## config.mk

```make
export PLATFORM = sky130hd
export DESIGN_NAME = mux_scan_scheduler
export DESIGN_NICKNAME = d
export VERILOG_FILES = /design/src/rtl/mux_scan_scheduler.sv
export SDC_FILE = /design/constraint.sdc
export NUM_CORES = 1
export LEC_CHECK = 0
export ABC_AREA = 1
export CORE_MARGIN = 1.5
export CORE_UTILIZATION = 40
export CTS_CLUSTER_DIAMETER = 200
export CTS_CLUSTER_SIZE = 28
export DETAILED_ROUTE_END_ITERATION = 10
export PLACE_DENSITY = 0.59
export SLEW_MARGIN = 15
export SYNTH_ARGS = -nofsm -noshare
export SYNTH_HDL_FRONTEND = slang
export SYNTH_SLANG_ARGS = --single-unit
```

## constraint.sdc

```tcl
create_clock -name clk -period 3.2 [get_ports clk]
set_clock_uncertainty 0.2 [all_clocks]
set_input_delay 0.96 -clock clk [delete_from_list [all_inputs] [get_ports clk]]
set_output_delay 0.96 -clock clk [all_outputs]
set_load 0.03 [all_outputs]
```

## src/rtl/mux_scan_scheduler.sv

```systemverilog
// rtl/mux_scan_scheduler.sv - ADG732 32-channel mux scan sequencer, manual-request arbiter and strobe generator
module mux_scan_scheduler #(
  parameter int SETUP_CYC = 2,
  parameter int WR_CYC    = 2,
  parameter int DWELL_W   = 24
) (
  input  logic               clk,
  input  logic               rst,
  input  logic               scan_en,
  input  logic [4:0]         first_ch,
  input  logic [4:0]         last_ch,
  input  logic [DWELL_W-1:0] dwell,
  input  logic               req_valid,
  input  logic [4:0]         req_ch,
  output logic               req_ready,
  output logic               busy,
  output logic               ch_valid,
  output logic [4:0]         cur_ch,
  output logic               cs_n,
  output logic               wr_n,
  output logic               en_n,
  output logic [4:0]         addr
);

  // Phase counter covers both the SETUP and WRITE phases, so size it for the longer one.
  localparam int CNT_MAX = (SETUP_CYC > WR_CYC) ? SETUP_CYC : WR_CYC;
  localparam int CNT_W   = (CNT_MAX < 2) ? 1 : $clog2(CNT_MAX + 1);
  localparam logic [CNT_W-1:0] SETUP_LAST = CNT_W'(SETUP_CYC - 1);
  localparam logic [CNT_W-1:0] WR_LAST    = CNT_W'(WR_CYC - 1);

  typedef enum logic [2:0] {
    IDLE  = 3'd0,
    SETUP = 3'd1,
    WRITE = 3'd2,
    LATCH = 3'd3,
    DWELL = 3'd4
  } state_t;

  state_t             state_q, state_d;
  logic [CNT_W-1:0]   cnt_q, cnt_d;
  logic [DWELL_W-1:0] dwell_cnt_q, dwell_cnt_d;
  logic [DWELL_W-1:0] dwell_last_q, dwell_last_d;
  logic [4:0]         scan_ptr_q, scan_ptr_d;
  logic [4:0]         addr_q, addr_d;
  logic [4:0]         cur_ch_q, cur_ch_d;
  logic               ch_valid_q, ch_valid_d;
  logic               en_n_q, en_n_d;
  logic               cs_n_q, cs_n_d;
  logic               wr_n_q, wr_n_d;

  logic               dwell_final;
  logic               decision;

  // A decision cycle is where arbitration happens: any IDLE cycle or the last cycle of a dwell.
  assign dwell_final = (state_q == DWELL) && (dwell_cnt_q == dwell_last_q);
  assign decision    = (state_q == IDLE) || dwell_final;

  assign req_ready = decision && !rst;
  assign busy      = (state_q != IDLE);
  assign ch_valid  = ch_valid_q;
  assign cur_ch    = cur_ch_q;
  assign cs_n      = cs_n_q;
  assign wr_n      = wr_n_q;
  assign en_n      = en_n_q;
  assign addr      = addr_q;

  // Next-state logic: arbitration at decision cycles, phase sequencing and strobe generation.
  always_comb begin
    state_d      = state_q;
    cnt_d        = cnt_q;
    dwell_cnt_d  = dwell_cnt_q;
    dwell_last_d = dwell_last_q;
    scan_ptr_d   = scan_ptr_q;
    addr_d       = addr_q;
    cur_ch_d     = cur_ch_q;
    ch_valid_d   = 1'b0;
    en_n_d       = en_n_q;

    case (state_q)
      SETUP: begin
        if (cnt_q == SETUP_LAST) begin
          state_d = WRITE;
          cnt_d   = '0;
        end else begin
          cnt_d = cnt_q + 1'b1;
        end
      end
      WRITE: begin
        if (cnt_q == WR_LAST) begin
          state_d = LATCH;
          cnt_d   = '0;
        end else begin
          cnt_d = cnt_q + 1'b1;
        end
      end
      LATCH: begin
        // The mux has latched addr on the wr_n rising edge; settling starts now.
        state_d      = DWELL;
        dwell_cnt_d  = '0;
        dwell_last_d = (dwell == '0) ? '0 : (dwell - DWELL_W'(1));
        cur_ch_d     = addr_q;
        ch_valid_d   = 1'b1;
        en_n_d       = 1'b0;
      end
      DWELL: begin
        if (!dwell_final) begin
          dwell_cnt_d = dwell_cnt_q + DWELL_W'(1);
        end
      end
      default: begin
      end
    endcase

    if (decision) begin
      if (req_valid) begin
        // Manual grant: scan position is left untouched so the scan resumes where it was.
        addr_d  = req_ch;
        state_d = SETUP;
        cnt_d   = '0;
      end else if (scan_en) begin
        addr_d     = scan_ptr_q;
        scan_ptr_d = (scan_ptr_q == last_ch) ? first_ch : (scan_ptr_q + 5'd1);
        state_d    = SETUP;
        cnt_d      = '0;
      end else begin
        state_d = IDLE;
      end
    end

    // While scanning is off the pointer tracks the window start, so a new scan begins at first_ch.
    if ((state_q == IDLE) && !scan_en) begin
      scan_ptr_d = first_ch;
    end

    // Strobes are registered from the next state so they change cleanly on the clock edge.
    cs_n_d = !((state_d == SETUP) || (state_d == WRITE) || (state_d == LATCH));
    wr_n_d = !(state_d == WRITE);
  end

  // State and datapath registers with synchronous reset; reset also abandons any write in progress.
  always_ff @(posedge clk) begin
    if (rst) begin
      state_q      <= IDLE;
      cnt_q        <= '0;
      dwell_cnt_q  <= '0;
      dwell_last_q <= '0;
      scan_ptr_q   <= '0;
      addr_q       <= '0;
      cur_ch_q     <= '0;
      ch_valid_q   <= 1'b0;
      en_n_q       <= 1'b1;
      cs_n_q       <= 1'b1;
      wr_n_q       <= 1'b1;
    end else begin
      state_q      <= state_d;
      cnt_q        <= cnt_d;
      dwell_cnt_q  <= dwell_cnt_d;
      dwell_last_q <= dwell_last_d;
      scan_ptr_q   <= scan_ptr_d;
      addr_q       <= addr_d;
      cur_ch_q     <= cur_ch_d;
      ch_valid_q   <= ch_valid_d;
      en_n_q       <= en_n_d;
      cs_n_q       <= cs_n_d;
      wr_n_q       <= wr_n_d;
    end
  end

endmodule

```

# Yosys cells after proc, flatten, opt, wreduce, memory -nomap -nowiden
# Cells that the tools add are included.
dict set report totals {
  register_bits 72
  input_bits 43
  output_inout_bits 16
  wordCells 70
}
dict set report op_classes {
  add_sub_neg 4
  n_eq_ne 12
  n_mux 22
  n_reduce_logical 21
}
# op n
set ops {}
lappend ops {{two-way mux 24 bit} 2}
lappend ops {{one-hot mux 24 bit (2 select lines)} 1}
lappend ops {{two-way mux 5 bit} 7}
lappend ops {{adder 24 x 1 -> 24 bit, second input constant} 1}
lappend ops {{== test 24 bit} 1}
lappend ops {{zero test 24 bit} 1}
lappend ops {{subtractor 24 x 1 -> 24 bit, second input constant} 1}
lappend ops {{== test 3 x 2 -> 1 bit, second input constant} 4}
lappend ops {{two-way mux 2 bit} 5}
lappend ops {{two-way mux 3 bit} 3}
lappend ops {{one-hot mux 3 bit (3 select lines)} 1}
lappend ops {{nonzero test 2 bit} 4}
lappend ops {{== test 3 x 1 -> 1 bit, second input constant} 2}
lappend ops {{adder 5 x 1 -> 5 bit, second input constant} 1}
lappend ops {{== test 5 bit} 1}
lappend ops {{zero test 1 bit} 4}
lappend ops {{AND reduction 2 bit} 2}
lappend ops {{== test 3 bit, second input constant} 1}
lappend ops {{logical AND 1 bit} 3}
lappend ops {{zero test 3 bit} 1}
lappend ops {{logical OR 1 bit} 3}
lappend ops {{two-way mux 1 bit} 3}
lappend ops {{AND reduction 3 bit} 1}
lappend ops {{nonzero test 3 bit} 1}
lappend ops {{5 further kinds} 5}

# Logic depth before layout (Yosys ltp)
dict set report logic_depth {
  depth_word 8
  depth_mapped 14
  ltp_nobuf 13
}

# Least setup slack after synthesis
# No wires, ideal clock.
dict set report synth_path {
  kind {input port to output port}
  startpoint {input port rst}
  endpoint {output port req_ready}
  arrival_ps 1861
  t_required_ps 2040
  slack_ps 179
  stages 3
  path_buffers 2
  cell_sequence {buf_1 -> buf_1 -> nor2_1}
}
dict set report synth_via {
  elab_chain_len 2
}
# item line
set synth_rtl {}
lappend synth_rtl {{start, declared} 8} ;# input logic rst,
lappend synth_rtl {{zero test 1 bit} 58} ;# assign req_ready = decision && !rst;
lappend synth_rtl {{logical AND 1 bit} 58}
lappend synth_rtl {{end, declared} 15} ;# output logic req_ready,
# No other way between the ends.

# Worst setup path in the final report
dict set report layout_path {
  startpoint {register dwell_last_q[5]}
  endpoint {output port req_ready}
}
dict set report layout_via {
  elab_chain_len 4
}
# item line
set layout_rtl {}
lappend layout_rtl {{start, declared} 42} ;# logic [DWELL_W-1:0] dwell_last_q, dwell_last_d;
lappend layout_rtl {{start signal, assigned} 158} ;# dwell_last_q <= dwell_last_d;
lappend layout_rtl {{== test 24 bit} 55} ;# assign dwell_final = (state_q == DWELL) && (dwell_cnt_q == dwell_last_q);
lappend layout_rtl {{logical AND 1 bit} 55}
lappend layout_rtl {{logical OR 1 bit} 56} ;# assign decision = (state_q == IDLE) || dwell_final;
lappend layout_rtl {{logical AND 1 bit} 58}
# No other way between the ends.

==> flow_summary.ini <==
[placement]
dp_hpwl_mm = 8.86
gp_congestion = 0.875
io_buffers = 58

[timing]
tns_ps = 0
timing.fmax_mhz = 332
tightest_slew_ps = 640
relSlewSlack_pct = 56.8
setup_viol_count_final = 0
rsz0062_at_grt = no
finalHoldViolCount = 0
fin_crit_sh_pct = 94.1
final_max_slew_viol_count = 0
period_needed_ps = 3010

[cts]
clkTransAtPathRegs_ps = 70
cts_buffer_depth = 2
clock_sinks = 72
hold_buffers = 0
cts_buffers = 9
cts_root_buf = clkbuf_8
cts_tree = built
postCtsSetupBuffers = 0
cts_resized = 5
htree_levels = 3
insertion_delay_ps = 360

[die]
core_area_um2 = 10900
std_cell_rows = 38
ios = 59
dieArea_um2 = 11800
start_util_pct = 41.1
die_w_um = 109
die-height_um = 109

[synthesis]
synth_cell_types = 35
synth.area.top_cells = dfxtp_1 32%, nand2_1 19%, nor2_1 8.9%, inv_1 5.6%, xor2_1 5.3%
syn_area_per_cell_um2 = 6.25
synth_edf_count = 0
synthDominantCellAreaShare_pct = 32.2
synth_ff_type = dfxtp_1
synthesis.area_um2 = 4470
syn_inst = 715
synth-seq-cells = 72
async_flop_share_pct = 0
syn_nets = 761
yosysTopAreaCell = dfxtp_1
synth_warnings = 0
yosysSeqAreaShare_pct = 32.2

[layout]
num-fill-cells = 1148
mostFrequentLayoutCells = 229 x nand2_1, 106 x nor2_1, 67 x inv_1
syn_to_final_growth_pct = 22.0
diodes = 0
final_common_cell = nand2_1
layout-drive-gt1-share_pct = 11.8
finalNetCount = 823

[route]
drtIter0Drc = 205
firstDrtPassIters = 5
drc = 0
antenna_left = 0
drt-wirelength-per-cell_um = 12.7
via_per_inst = 4.84
routed_wl_mm = 11.7
vias = 4461

[setup_path]
cp-end-kind = output pin
worstPathMaxFanout = 3
crit_chain = inv_1 -> nand2_1 -> nand2_1 -> nor2_1 -> nand2_1 -> nor2_2 -> nand3_2 -> nand2_2 -> nand2_1 -> nor2_1 -> buf_2
crit_family = simple AND/OR/NAND/NOR gates
crit_slowest_cell = dfxtp_1
worstPathRequired_ps = 2040
criticalPathCategory = reg2out
crit_top_cell = nand2_1
path_buf_inv = 2
startpoint_type = register
cp.arrival_ps = 1850
max_stage_delay_ps = 410

[grt]
grt_pass1_vias = 4059
grt_pass1_wl_mm = 19.2
grt_use_met3_pct = 3.41
groute.usage.overall_pct = 21.0
met2_usage_pct = 32.7
grt_max_degree = 48
grt_use_met1_pct = 29.0
grt-ovfl-total = 0
busiest_layer = met2
grt_antenna_before_repair = 0

[status]
status = finished clean

[power]
p_leak_nw = 2.17
vdd_ir_drop_max_mv = 0.226
p_per_area_nw_per_um2 = 393
fin_total_pwr_mw = 2.14

[job]
cap_violations = 0

[hold_path]
hold_path.class = reg2reg
==> path summary, 6_finish.rpt <==
check	from	to	slack [ps]	cells after the start
worst max-delay path	dwell_last_q[5]	req_ready	190	11
worst min-delay path	en_n	en_n	250	2
worst max register to register	state_q[1]	dwell_cnt_q[18]	1000	8
worst min register to register	en_n	en_n	250	2
==> tightest hold or removal path: cells and delay by family, from the launching register on <==
family	cells	cell delay, ps
flops	1	310
simple gates	2	100
==> state kept, by name, summed over array words and instances (netlist names) <==
name and flops:
dwell_last_q 24, cs_n 1, state_q 3, addr 5, ch_valid 1, en_n 1
cur_ch 5, dwell_cnt_q 24, scan_ptr_q 5, wr_n 1, cnt_q 2
==> cells in the mapped netlist (2+ instances only) <==
cell / number
dfxtp_1: 72
nand2_2: 5
inv_2: 19
nor2_4: 2
nand2_1: 229
nand4_1: 13
a21oi_2: 8
inv_1: 67
xor2_1: 27
ha_1: 3
nand3_1: 31
nand3_2: 3
nor3_4: 2
nor2_1: 106
buf_6: 2
xnor2_1: 15
a21oi_1: 42
clkbuf_1: 6
buf_2: 8
buf_1: 3
nand3b_1: 2
o21ai_0: 20
buf_4: 2
nor3_1: 13
nor2_2: 5
==> kinds of logic after synthesis <==
group / count (synthesis) / share of synthesized area [%]
compound gates: 74 / 9.15
xor+xnor: 42 / 8.23
fa+ha+maj: 3 / 0.839
buf+inv: 109 / 10.2
flops: 72 / 32.2
simple gates: 415 / 39.3
==> layout make-up <==
cell class | count | area (um2) | area share [%]
tap | 140 | 175 | 3.21
clock buffer | 10 | 128 | 2.34
multi-input combinational | 534 | 2570 | 47.2
timing repair buffer | 73 | 683 | 12.5
clock inverter | 5 | 106 | 1.95
inverter | 87 | 332 | 6.08
sequential | 72 | 1460 | 26.7
==> per-layer routing <==
metal	vias up	routed length [um]	part of all wire (%)
met1	2015	6020	51
li1	2340	-	-
met2	88	5040	43
met5	-	0	0
met3	18	388	3.3
met4	0	260	2.2
==> power breakdown <==
part | leakage [nW] | switching [mW] | internal, mW
clock | 0.113 | 0.346 | 0.515
sequential | 0.590 | 0.0249 | 0.922
combinational | 1.46 | 0.192 | 0.142
==> per-stage QoR <==
stage	utilization, %	cells	hold slack [ps]	setup slack [ps]	instance area, um2
5_1_grt	50.1	921	298	60.7	5450
2_1_floorplan	-	715	235	179	4470
3_3_place_gp	47.8	906	232	6.78	5210
3_5_place_dp	47.8	906	236	10.1	5210
6_report	50.1	921	250	188	5450
4_1_cts	50.0	921	256	0.849	5450
(Power assumes the default switching activity.)
